--- src/rtl/cgra_pkg.sv ---
// Shared types for the CGRA job sequencer slice.
//   job_desc_t  : one DMA/compute job descriptor (source, destination, byte size)
//   seq_state_e : sequencer FSM state encoding
package cgra_pkg;

  typedef struct packed {
    logic [31:0] src;
    logic [31:0] dst;
    logic [31:0] size;
  } job_desc_t;

  typedef enum logic [2:0] {
    IDLE,
    DMA_GO,
    DMA_WAIT,
    CU_GO,
    CU_WAIT,
    DONE
  } seq_state_e;

endpackage

--- src/rtl/cgra_job_fifo.sv ---
// Synchronous descriptor FIFO for the CGRA job sequencer.
//   clk, rst_n        : clock, asynchronous active-low reset
//   flush             : synchronous clear of all entries (wins over push/pop)
//   push, push_data   : write one descriptor when not full
//   pop, pop_data     : pop_data shows the head entry; pop removes it when not empty
//   full, empty       : occupancy flags
//   level             : current entry count, 0..DEPTH
// DEPTH must be a power of two (>= 2) so the pointers wrap naturally.
module cgra_job_fifo
  import cgra_pkg::*;
#(
  parameter int unsigned DEPTH = 4
) (
  input  logic                     clk,
  input  logic                     rst_n,
  input  logic                     flush,
  input  logic                     push,
  input  job_desc_t                push_data,
  input  logic                     pop,
  output job_desc_t                pop_data,
  output logic                     full,
  output logic                     empty,
  output logic [$clog2(DEPTH):0]   level
);

  localparam int unsigned AW = $clog2(DEPTH);

  job_desc_t       mem [DEPTH];
  logic [AW-1:0]   wr_ptr_q;
  logic [AW-1:0]   rd_ptr_q;
  logic [AW:0]     count_q;
  logic            push_ok;
  logic            pop_ok;

  assign full     = (count_q == (AW+1)'(DEPTH));
  assign empty    = (count_q == '0);
  assign level    = count_q;
  assign pop_data = mem[rd_ptr_q];
  assign push_ok  = push && !full && !flush;
  assign pop_ok   = pop && !empty && !flush;

  always_ff @(posedge clk or negedge rst_n) begin
    if (!rst_n) begin
      wr_ptr_q <= '0;
      rd_ptr_q <= '0;
      count_q  <= '0;
    end else if (flush) begin
      wr_ptr_q <= '0;
      rd_ptr_q <= '0;
      count_q  <= '0;
    end else begin
      if (push_ok) wr_ptr_q <= wr_ptr_q + 1'b1;
      if (pop_ok)  rd_ptr_q <= rd_ptr_q + 1'b1;
      case ({push_ok, pop_ok})
        2'b10:   count_q <= count_q + 1'b1;
        2'b01:   count_q <= count_q - 1'b1;
        default: count_q <= count_q;
      endcase
    end
  end

  // Storage needs no reset: entries are only visible once counted.
  always_ff @(posedge clk) begin
    if (push_ok) mem[wr_ptr_q] <= push_data;
  end

endmodule

--- src/rtl/cgra_job_sequencer.sv ---
// CGRA job sequencer: queues job descriptors and runs each as a DMA phase
// followed by a compute-unit phase, one job at a time, in push order.
//   clk, rst_n                       : clock, asynchronous active-low reset
//   job_valid/job_ready, job_src/dst/size : descriptor push handshake
//   dma_src/dst/size                 : descriptor of the active job
//   dma_start, dma_busy_i, dma_done_i: DMA kick pulse / status / completion pulse
//   cu_start, cu_busy_i, cu_done_i   : compute kick pulse / status / completion pulse
//   abort_i                          : flush queue and drop the active job
//   idle, job_done, job_err          : status and completion/error pulses
//   jobs_done_cnt                    : wrapping count of completed jobs
//   fifo_level                       : queued descriptor count
// Optional feature macro CGRA_SEQ_TIMEOUT_EN: per-phase watchdog of
// TIMEOUT_CYCLES cycles in DMA_WAIT/CU_WAIT; expiry drops the active job
// with a job_err pulse but keeps the queue.
module cgra_job_sequencer
  import cgra_pkg::*;
#(
  parameter int unsigned FIFO_DEPTH     = 4,
  parameter int unsigned TIMEOUT_CYCLES = 65535
) (
  input  logic                          clk,
  input  logic                          rst_n,
  input  logic                          job_valid,
  output logic                          job_ready,
  input  logic [31:0]                   job_src,
  input  logic [31:0]                   job_dst,
  input  logic [31:0]                   job_size,
  output logic [31:0]                   dma_src,
  output logic [31:0]                   dma_dst,
  output logic [31:0]                   dma_size,
  output logic                          dma_start,
  input  logic                          dma_busy_i,
  input  logic                          dma_done_i,
  output logic                          cu_start,
  input  logic                          cu_busy_i,
  input  logic                          cu_done_i,
  input  logic                          abort_i,
  output logic                          idle,
  output logic                          job_done,
  output logic                          job_err,
  output logic [15:0]                   jobs_done_cnt,
  output logic [$clog2(FIFO_DEPTH):0]   fifo_level
);

  seq_state_e state_q, state_d;
  job_desc_t  active_q;
  job_desc_t  head;
  job_desc_t  push_desc;
  logic       fifo_full;
  logic       fifo_empty;
  logic       pop;
  logic       tmo_hit;
  logic       tmo_err;

  // Busy inputs are status only; sequencing is driven by the done pulses.
  logic unused_busy;
  assign unused_busy = &{1'b0, dma_busy_i, cu_busy_i};

  assign push_desc = '{src: job_src, dst: job_dst, size: job_size};
  assign job_ready = !fifo_full && !abort_i;
  assign idle      = (state_q == IDLE) && fifo_empty;
  assign dma_src   = active_q.src;
  assign dma_dst   = active_q.dst;
  assign dma_size  = active_q.size;

  cgra_job_fifo #(
    .DEPTH(FIFO_DEPTH)
  ) u_fifo (
    .clk       (clk),
    .rst_n     (rst_n),
    .flush     (abort_i),
    .push      (job_valid && job_ready),
    .push_data (push_desc),
    .pop       (pop),
    .pop_data  (head),
    .full      (fifo_full),
    .empty     (fifo_empty),
    .level     (fifo_level)
  );

`ifdef CGRA_SEQ_TIMEOUT_EN
  localparam int unsigned TW = $clog2(TIMEOUT_CYCLES + 1);
  logic [TW-1:0] tmo_cnt_q;

  // Any state change restarts the count, so it is zero on entry to a WAIT state.
  always_ff @(posedge clk or negedge rst_n) begin
    if (!rst_n) begin
      tmo_cnt_q <= '0;
    end else if (state_d != state_q) begin
      tmo_cnt_q <= '0;
    end else if (state_q == DMA_WAIT || state_q == CU_WAIT) begin
      tmo_cnt_q <= tmo_cnt_q + 1'b1;
    end
  end

  assign tmo_hit = (tmo_cnt_q == TW'(TIMEOUT_CYCLES - 1));
`else
  logic [31:0] unused_timeout;
  assign unused_timeout = 32'(TIMEOUT_CYCLES);
  assign tmo_hit        = 1'b0;
`endif

  always_comb begin
    state_d   = state_q;
    pop       = 1'b0;
    dma_start = 1'b0;
    cu_start  = 1'b0;
    job_done  = 1'b0;
    tmo_err   = 1'b0;
    if (abort_i) begin
      state_d = IDLE;
    end else begin
      case (state_q)
        IDLE: begin
          if (!fifo_empty) begin
            pop     = 1'b1;
            state_d = DMA_GO;
          end
        end
        DMA_GO: begin
          if (active_q.size == '0) begin
            state_d = CU_GO;
          end else begin
            dma_start = 1'b1;
            state_d   = DMA_WAIT;
          end
        end
        DMA_WAIT: begin
          if (dma_done_i) begin
            state_d = CU_GO;
          end else if (tmo_hit) begin
            tmo_err = 1'b1;
            state_d = IDLE;
          end
        end
        CU_GO: begin
          cu_start = 1'b1;
          state_d  = CU_WAIT;
        end
        CU_WAIT: begin
          if (cu_done_i) begin
            state_d = DONE;
          end else if (tmo_hit) begin
            tmo_err = 1'b1;
            state_d = IDLE;
          end
        end
        DONE: begin
          job_done = 1'b1;
          state_d  = IDLE;
        end
        default: state_d = IDLE;
      endcase
    end
  end

  always_ff @(posedge clk or negedge rst_n) begin
    if (!rst_n) begin
      state_q       <= IDLE;
      active_q      <= '0;
      jobs_done_cnt <= '0;
      job_err       <= 1'b0;
    end else begin
      state_q <= state_d;
      if (pop) active_q <= head;
      if (job_done) jobs_done_cnt <= jobs_done_cnt + 16'd1;
      job_err <= (abort_i && state_q != IDLE) || tmo_err;
    end
  end

endmodule
--- config.mk ---
export PLATFORM = sky130hd
export DESIGN_NAME = cgra_job_sequencer
export DESIGN_NICKNAME = d
export VERILOG_FILES = /design/src/rtl/cgra_pkg.sv /design/src/rtl/cgra_job_fifo.sv /design/src/rtl/cgra_job_sequencer.sv
export SDC_FILE = /design/constraint.sdc
export NUM_CORES = 1
export LEC_CHECK = 0
export BUFFER_PORTS_ARGS = -buffer_cell sky130_fd_sc_hd__buf_2
export CAP_MARGIN = 20
export CORE_AREA = 3 3 249 251
export CTS_CLUSTER_SIZE = 25
export DETAILED_ROUTE_END_ITERATION = 7
export DIE_AREA = 0 0 252 254
export SYNTH_ARGS = -nofsm -noshare
export SYNTH_HDL_FRONTEND = slang
export SYNTH_HIERARCHICAL = 1
export SYNTH_SLANG_ARGS = --single-unit
--- constraint.sdc ---
create_clock -name clk -period 4.7 [get_ports clk]
set_clock_uncertainty 0.1 [all_clocks]
set_input_delay 0.47 -clock clk [delete_from_list [all_inputs] [get_ports clk]]
set_output_delay 0.47 -clock clk [all_outputs]
set_load 0.02 [all_outputs]
Yosys cells after proc, flatten, opt, wreduce, memory -nomap -nowiden --
Memory sizes are Yosys's and may differ from the RTL's. A register that Yosys moved wholly into a read port is not among the register bits. Cells that the tools add are included.
Word-level totals: register bits after elaboration 27, RAM bits 384, input bits 104, output and inout port bits 121, word-level logic and storage cells 67, memories 1
Operators by class: $add $sub $neg 5, equality and inequality tests 11, muxes and demuxes 24, reduce and logical (&&, ||, !) cells 20
Memory list:
- u_fifo.mem | depth 4, bits a word 96, rd ports 1, clocked after memory_dff 1, write ports 1, RTL line cgra_job_fifo.sv:28 | job_desc_t mem [DEPTH];
Operator list (number):
- logical NOT 32 bit | 1
- adder 16 x 1 -> 16 bit (second input constant) | 1
- 2-to-1 mux 3 bit | 5
- one-hot mux 3 bit (5 select lines) | 1
- 2-to-1 mux 1 bit | 13
- == test 3 bit (second input constant) | 3
- != test 3 bit (second input constant) | 3
- logical AND 1 bit | 8
- 2-to-1 mux 2 bit | 4
- == test 3 x 2 -> 1 bit (second input constant) | 2
- logical NOT 3 bit | 2
- one-hot mux 3 bit (2 select lines) | 1
- nonzero test 3 bit | 2
- adder 2 x 1 -> 2 bit (second input constant) | 2
- logical NOT 1 bit | 4
- nonzero test 2 bit | 2
- adder 3 x 1 -> 3 bit (second input constant) | 1
- == test 3 x 1 -> 1 bit (second input constant) | 1
- AND reduction 3 bit | 1
- subtractor 3 x 1 -> 3 bit (second input constant) | 1
- == test 2 x 1 -> 1 bit (second input constant) | 1
- == test 2 bit (second input constant) | 1

Logic depth before layout (Yosys ltp) --
Gate-level depths: netlist of the first run.
word-level depth 9, depth in mapped cells 13, depth with buffers taken out 11

Hierarchy --
Netlist of the first run, hierarchy kept.
By module, submodules not included:
- cgra_job_fifo | times used 1, cells an instance 567, area an instance 14381.3 um2, seq. area each 11706.2 um2
- cgra_job_sequencer | times used 1, cells an instance 304, area an instance 4715.8 um2, seq. area each 2902.8 um2

Worst setup path before layout of the first run --
OpenSTA, ideal clock, no wires.
path kind reg-to-reg, from register u_fifo.count_q[1] (netlist: u_fifo/level[1]), to memory u_fifo/mem[2][0] (netlist bit) (enable), setup time 0.466 ns, arrival time 4.049 ns, required time 4.134 ns, slack 0.085 ns, stages on the path, launching flop included 9, path buffers 1, period minus slack after synthesis 4.615 ns, cells stage by stage dfrtp_1 > nand2b_1 > nor2_1 > nor2_1 > and2_1 > buf_2 > inv_1 > nor3_1 > and2_1
Between the ends: longest elaborated chain between the ends 8
Ends and longest elaborated chain:
- from (decl) | RTL line cgra_job_fifo.sv:31 | logic [AW:0] count_q;
- from (signal assigned) | RTL line cgra_job_fifo.sv:55 | 2'b10: count_q <= count_q + 1'b1;
- from (signal assigned) | RTL line cgra_job_fifo.sv:56 | 2'b01: count_q <= count_q - 1'b1;
- from (signal assigned) | RTL line cgra_job_fifo.sv:57 | default: count_q <= count_q;
- == test 3 bit | RTL line cgra_job_fifo.sv:35 | assign full = (count_q == (AW+1)'(DEPTH));
- via fifo_full | RTL line cgra_job_sequencer.sv:49 | logic fifo_full;
- logical NOT 1 bit | RTL line cgra_job_sequencer.sv:60 | assign job_ready = !fifo_full && !abort_i;
- logical AND 1 bit | RTL line cgra_job_sequencer.sv:60
- via job_ready | RTL line cgra_job_sequencer.sv:24 | output logic job_ready,
- logical AND 1 bit | RTL line cgra_job_sequencer.sv:72 | .push (job_valid && job_ready),
- logical AND 1 bit (2 in series) | RTL line cgra_job_fifo.sv:39 | assign push_ok = push && !full && !flush;
- 2-to-1 mux 1 bit | RTL line cgra_job_fifo.sv:64 | if (push_ok) mem[wr_ptr_q] <= push_data;
- 2-to-1 mux 1 bit (implied by the code) | RTL line cgra_job_fifo.sv:64
- to (decl) | RTL line cgra_job_fifo.sv:28
The timed path passes the listed nets, and every way through them passes these cells.

Worst setup path after layout of the first run --
from register u_fifo.count_q[1] (netlist: u_fifo/level[1]), to memory u_fifo/mem[0][66] (netlist bit) (enable)
Between the ends: longest elaborated chain between the ends 8
Ends and longest elaborated chain (RTL line):
- == test 3 bit * | cgra_job_fifo.sv:35
- via fifo_full | cgra_job_sequencer.sv:49
- logical NOT 1 bit * | cgra_job_fifo.sv:39, cgra_job_sequencer.sv:60
- logical AND 1 bit | cgra_job_sequencer.sv:60
- logical AND 1 bit | cgra_job_sequencer.sv:72
- logical AND 1 bit * (2 in series) | cgra_job_fifo.sv:39
- 2-to-1 mux 1 bit * | cgra_job_fifo.sv:64
- 2-to-1 mux 1 bit (implied by the code) * | cgra_job_fifo.sv:64
Mark *: on every way through the listed nets, which the timed path passes. The rest lies on a longest branch.

==> summary.txt, run 1 <==
Route
  – Detailed Route Iter0 Violations: 407
  – Total via count after detailed routing: 9545
  – DRC: 0
  – Post-detailed-route wirelength per cell: 20.6 um
  – Number of iterations in the first detailed-routing pass: 4
  – Post-DRT Antenna Nets: 0
  – DR vias/cell: 4.66
  – Final Routed Wirelength: 42200 um

Cells and area
  – Signed area change from the synthesized netlist to the final layout: 25.7%
  – Layout filler cell count: 5438
  – Nets: 1331
  – Share of cells above drive strength 1: 41.3%
  – Non-filler cells, final: 2048

CTS
  – Maximum count of clock buffers along a single path: 3
  – Number of buffers added by the clock tree synthesis step: 54
  – Worst skew pair latency: 0.58 ns
  – Clock Pin Slew Worst Setup and Hold Paths: 0.06 ns
  – Sink Count: 507
  – Post-cts resize count: 0
  – Clock root cell: clkbuf_16
  – TritonCTS clock tree: done
  – Maximum level of the CTS H-tree: 2

STA
  – Number of pins exceeding their max-slew limit in the final report: 0
  – Final Critical Period: 3.40 ns
  – Worst slew margin relative to its limit: 35.3%
  – Hold Violations, Final: 0
  – Actual slew at the worst max-slew pin: 0.970 ns
  – Setup violators final: 0
  – Setup TNS: 0 ns
  – RSZ-0062 raised after global routing: no
  – Share of the clock period used by the worst path after layout: 72.3%
  – Peak Freq: 294 MHz

Die
  – Initial Utilization: 31.8%
  – Ports: 225
  – Die Wd: 252 um
  – Chip height: 254 um
  – Die outline area: 64000 um2
  – Area of the core: 60100 um2
  – Site Rows: 90

Placement
  – Placed Instances: 1850
  – Sum of net half-perimeters after detailed placement: 24300 um
  – Placer Congestion: 0.717
  – Port Buffer Count: 222

Worst setup path
  – Worst flop-to-flop path startpoint: u_fifo/level[1]
  – Arrival time of data at the critical path endpoint: 3.56 ns
  – CP Capture Type: flop
  – Required time of the critical path: 4.86 ns
  – Critical setup path kind: reg -> reg
  – Setup crit start: u_fifo/level[1]
  – Top fanout value on the critical path: 34
  – Startpoint Class: flop

Yosys
  – Number of flip-flops and latches in the synthesized netlist: 507
  – Main synth FF type: edfxtp_1
  – Cell types occupying the most area after synthesis: edfxtp_1 (60%), dfrtp_1 (16%), mux4_2 (11%)
  – Sequential-to-total area share from yosys stat: 76.5%
  – Number of library cell types mapped by synthesis: 44
  – Most common library cells after synthesis: edfxtp_1 (384), dfrtp_1 (123), mux4_2 (96), mux2_2 (67), mux2_4 (29)
  – Cell with the most instances after synthesis: edfxtp_1
  – Share of flip-flops with an asynchronous set or reset: 24.3%
  – Area leader, netlist: edfxtp_1
  – Gate Count Post-Synth: 871
  – Syn Nets: 981
  – Count of flip-flops with a built-in enable after synthesis: 384
  – Mapped cell area: 19100 um2
  – Count of warnings emitted by yosys: 6
  – Area share of the largest cell type after synthesis: 60.4%
  – Mean instance size in the synthesized netlist: 21.9 um2

Power and ir drop
  – Pwr/cell area: 503 nW/um2
  – Static Leak: 8.57 nW
  – Peak supply drop: 0.255 mV

Outcome
  – Outcome: complete, no violations

Global routing
  – Overall track demand over capacity in global routing: 13.2%
  – Wire length of the first global-routing pass: 63200 um
  – Number of global-route vias before repair: 10.2k
  – Largest net degree at the start of global routing: 108
  – Number of antenna violations at the first check in global routing: 2
  – GRT overflow: 0

Min path
  – Worst hold start: abort_i
  – Worst Hold Class: in -> reg

Job
  – MaxCap Viol Count: 0
metal layers:
metal	up-vias	wire [um]	GRT usage, %
li1	4226	-	-
met1	5030	18300	17.4
met2	211	20600	21.8
met3	74	2260	3.15
met4	4	991	3.81
met5	-	25	0
layout make-up:
| class | count | area [um2] | share of cell area (%) |
|---|---|---|---|
| multi-input combinational | 317 | 4200 | 17.5 |
| sequential | 507 | 14600 | 60.9 |
| antenna | 1 | 2.50 | 0.0104 |
| clock inverter | 36 | 385 | 1.61 |
| inverter | 5 | 18.8 | 0.0782 |
| timing repair buffer | 336 | 2350 | 9.80 |
| clock buffer | 64 | 1450 | 6.05 |
| tap | 782 | 978 | 4.08 |
critical path, stage by stage (launching register included):
cell and delay (ns):
dfrtp_1 0.49, nand2b_1 0.19, nor2_1 0.08, nor2_1 0.14, and2_1 0.36, inv_1 0.14, nor3_1 0.52, and2_4 0.69
buf_12 0.33
power by group:
group          switching (W)  total, W  internal, W
Sequential          0.000345   0.00566      0.00531
Clock                0.00172   0.00436      0.00264
Combinational        0.00116   0.00206     0.000902
final timing paths:
kind                                           end  slack, ns  cells past startpoint
worst max-delay path             u_fifo/mem[0][66]       1.30                      8
min in group asynchronous         jobs_done_cnt[6]       0.36                      2
worst min register to register   jobs_done_cnt[15]       0.37                      1
worst max register to register   u_fifo/mem[0][66]       1.30                      8
worst min-delay path            u_fifo/rd_ptr_q[0]       0.18                      2
max in group asynchronous               dma_src[0]       3.10                      3
state kept, by name, indices dropped and copies added, names as in the netlist:
register and cells:
u_fifo/rd_ptr_q 2, u_fifo/mem 384, state_q 3, job_err 1, dma_dst 32, jobs_done_cnt 16, dma_src 32, u_fifo/level 3
u_fifo/wr_ptr_q 2, dma_size 32
what timing repair did:
item	4_1_cts	5_1_grt
endpoints found under the hold margin	440	0
buffers inserted	0	0
hold buffers	97	0
stage by stage:
step                worst slack [ns]  hold slack, ns  instance area (um2)  utilization, %  total power [W]
floorplan                     0.0854          0.0744                19100               -          0.00692
global placement                1.38           0.359                21200            35.2          0.00775
detailed placement              1.31           0.367                21200            35.2          0.00779
CTS                             1.28           0.117                24000            39.9           0.0123
global route                   0.969           0.154                24000            39.9           0.0126
finish                          1.30           0.183                24000            39.9           0.0121
cells in the final DEF, fill, tap and decap left out, types with 7 or more instances in the layout:
| cell | count |
|---|---|
| xnor2_1 | 16 |
| buf_12 | 11 |
| clkbuf_16 | 57 |
| mux2_2 | 67 |
| nor4_1 | 8 |
| dlygate4sd3_1 | 97 |
| mux2_4 | 29 |
| nor3_1 | 8 |
| edfxtp_1 | 384 |
| bufinv_16 | 8 |
| nand2_1 | 12 |
| clkinv_2 | 10 |
| nand4_1 | 7 |
| clkinv_1 | 12 |
| mux4_2 | 96 |
| nand3_1 | 8 |
| dfrtp_1 | 121 |
| nor2_1 | 16 |
| clkbuf_1 | 7 |
| buf_2 | 221 |
cell families (layout without fill, tap and decap cells):
family | Yosys count | after routing | share of synthesized area [%]
fa+ha+maj | 6 | 6 | 0.432
other cells | 0 | 1 | 0
simple gates | 80 | 80 | 2.35
xor+xnor | 20 | 20 | 0.917
buf+inv | 47 | 441 | 1.59
mux | 193 | 193 | 17.6
compound gates | 18 | 18 | 0.609
flops | 507 | 507 | 76.5
Note: power is estimated with default switching activity, not from simulation.
==> run 2: changes to the inputs <==
clock period = 3.1 ns   (was 4.7 ns; I/O delays follow)
==> summary.txt, run 2 (same netlist as run 1, synthesis figures left out) <==
STA
  – Setup violators final: 0 (unchanged)
  – Final Critical Period: 2.81 ns (was 3.40 ns)
  – Hold Violations, Final: 0 (unchanged)
  – RSZ-0062 raised after global routing: no (unchanged)
  – Peak Freq: 356 MHz (was 294 MHz)
  – Actual slew at the worst max-slew pin: 0.811 ns (was 0.970 ns)
  – Number of pins exceeding their max-slew limit in the final report: 0 (unchanged)
  – Hold slack: 0.0745 ns (was 0.183 ns)
  – Worst slew margin relative to its limit: 45.9% (was 35.3%)
  – Share of the clock period used by the worst path after layout: 90.6% (was 72.3%)

Cells and area
  – Nets: 1344 (was 1331)
  – Share of cells above drive strength 1: 42.2% (was 41.3%)
  – Layout filler cell count: 5399 (was 5438)
  – Largest register by flop count: u_fifo/mem (unchanged)
  – Commonest cells after routing, fill and taps aside: edfxtp_1 (384), buf_2 (221), dfrtp_1 (121) (unchanged)
  – Signed area change from the synthesized netlist to the final layout: 26.4% (was 25.7%)
  – Max FFs per register: 384 (unchanged)
  – Leading cell type in the layout, fill and taps excluded: edfxtp_1 (unchanged)

Worst setup path
  – Top fanout value on the critical path: 30 (was 34)
  – CP Capture Type: flop (unchanged)
  – Critical path buffers and inverters: 3 (was 2)
  – Arrival time of data at the critical path endpoint: 2.98 ns (was 3.56 ns)
  – Dominant delay contributor by cell family on the critical path: simple AND/OR/NAND/NOR gates (unchanged)
  – Critical path's slowest cell: dfrtp_1 (was and2_4)
  – Sequence of cells on the critical path: nand2b_1, nor2_1, nor2_1, and2_1, inv_1, nor3_1, buf_4, and2_4, buf_12 (was nand2b_1, nor2_1, nor2_1, and2_1, inv_1, nor3_1, and2_4, buf_12)
  – Startpoint Class: flop (unchanged)
  – Crit-path max cell delay: 0.49 ns (was 0.69 ns)
  – Critical setup path kind: reg -> reg (unchanged)
  – Most frequent cell on the critical path: nor2_1 (unchanged)
  – Required time of the critical path: 3.27 ns (was 4.86 ns)

Power and ir drop
  – Pwr/cell area: 750 nW/um2 (was 503 nW/um2)
  – Peak supply drop: 0.476 mV (was 0.255 mV)
  – Net switching power figure: 0.00485 W (was 0.00323 W)
  – Fraction of power spent switching nets: 26.8% (was 26.7%)
  – Proportion of power drawn by combinational gates: 17.3% (was 17.1%)
  – Internal power consumption: 0.0133 W (was 0.00886 W)
  – Static Leak: 8.62 nW (was 8.57 nW)
  – Part of the total power dissipated in the clock network: 35.4% (was 36.1%)
  – Sequential fraction of design power: 47.3% (was 46.8%)
  – Total power of the final layout: 0.0181 W (was 0.0121 W)

Route
  – Detailed Route Iter0 Violations: 497 (was 407)
  – Total via count after detailed routing: 9590 (was 9545)
  – Post-detailed-route wirelength per cell: 20.3 um (was 20.6 um)
  – DRC: 0 (unchanged)
  – Post-DRT Antenna Nets: 0 (unchanged)
  – DR vias/cell: 4.65 (was 4.66)
  – Final Routed Wirelength: 41800 um (was 42200 um)
  – Number of iterations in the first detailed-routing pass: 4 (unchanged)

Global routing
  – Overall track demand over capacity in global routing: 13.1% (was 13.2%)
  – Largest net degree at the start of global routing: 108 (unchanged)
  – Wire length of the first global-routing pass: 63600 um (was 63200 um)
  – Number of antenna violations at the first check in global routing: 3 (was 2)
  – Number of global-route vias before repair: 10.5k (was 10.2k)
  – GRT overflow: 0 (unchanged)

CTS
  – Number of post-CTS setup repair buffers: 0 (unchanged)
  – Clock root cell: clkbuf_16 (unchanged)
  – Maximum count of clock buffers along a single path: 3 (unchanged)
  – Maximum level of the CTS H-tree: 2 (unchanged)
  – Quantity of hold-fixing buffers added after cts: 98 (was 97)
  – Number of buffers added by the clock tree synthesis step: 54 (unchanged)
  – Sink Count: 507 (unchanged)
  – Clock Pin Slew Worst Setup and Hold Paths: 0.06 ns (about the same)
  – Post-cts resize count: 0 (unchanged)
  – Worst skew pair latency: 0.58 ns (about the same)
  – TritonCTS clock tree: done (unchanged)

Die
  – Die outline area: 64000 um2 (unchanged)
  – Chip height: 254 um (unchanged)
  – Ports: 225 (unchanged)
  – Die Wd: 252 um (unchanged)
  – Site Rows: 90 (unchanged)
  – Area of the core: 60100 um2 (unchanged)
  – Initial Utilization: 31.8% (unchanged)

Placement
  – Sum of net half-perimeters after detailed placement: 24300 um (about the same)
  – Placer Congestion: 0.725 (was 0.717)
  – Port Buffer Count: 222 (unchanged)

Outcome
  – Outcome: complete, no violations (unchanged)

Min path
  – Worst Hold Class: in -> reg (unchanged)

Job
  – MaxCap Viol Count: 0 (unchanged)
## run 2: final timing paths
path,startpoint,to,slack (ns),cells past startpoint
hold reg to reg,jobs_done_cnt[15],jobs_done_cnt[15],0.37,1
setup reg to reg,u_fifo/level[1],u_fifo/mem[2][54],0.29,9
setup / recovery,u_fifo/level[1],u_fifo/mem[2][54],0.29,9
hold / removal,cu_done_i,state_q[0],0.07,4
min in group asynchronous,rst_n,u_fifo/level[2],0.17,2
max in group asynchronous,rst_n,dma_src[5],1.87,3
## run 2: layout make-up
class / count / area [um2] / share of cell area, %
clock inverter: 29 / 287 / 1.19
clock buffer: 71 / 1500 / 6.20
antenna: 2 / 5.00 / 0.0207
timing repair buffer: 349 / 2540 / 10.5
multi-input combinational: 317 / 4200 / 17.4
inverter: 5 / 18.8 / 0.0777
tap: 782 / 978 / 4.05
sequential: 507 / 14600 / 60.5
## run 2: worst reg2reg max path, stage by stage (launching register included)
cell and delay [ns]:
dfrtp_1 0.49, nand2b_1 0.19, nor2_1 0.08, nor2_1 0.13
and2_1 0.37, inv_1 0.13, nor3_1 0.21, buf_4 0.17
and2_4 0.32, buf_12 0.28
## run 2: metal layers
layer	global-route usage (%)	vias up	part of all wire (%)
li1	-	4253	-
met1	17.1	5055	43
met2	22.2	217	50
met3	2.83	63	4.9
met4	3.91	2	2.0
met5	0	-	0.033
## run 2: per-stage QoR
stage / setup TNS (ns) / setup slack, ns / instances / utilization [%] / cell area, um2
final: 0 / 0.290 / 2062 / 40.1 / 24100
after CTS: 0 / 0.282 / 2060 / 40.1 / 24100
after floorplan: -176.17 / -0.459 / 871 / - / 19100
after detailed placement: 0 / 0.312 / 1862 / 35.5 / 21400
after global placement: 0 / 0.317 / 1862 / 35.5 / 21400
after global routing: 0 / 0.0626 / 2062 / 40.1 / 24100
## run 2: power groups by stage
stage	Sequential (W)	Combinational (W)	Clock, W
2_1_floorplan	0.00937	0.00112	0
5_1_grt	0.00866	0.00334	0.00689
3_5_place_dp	0.00870	0.00310	0
6_report	0.00856	0.00314	0.00640
3_3_place_gp	0.00867	0.00306	0
4_1_cts	0.00857	0.00320	0.00662
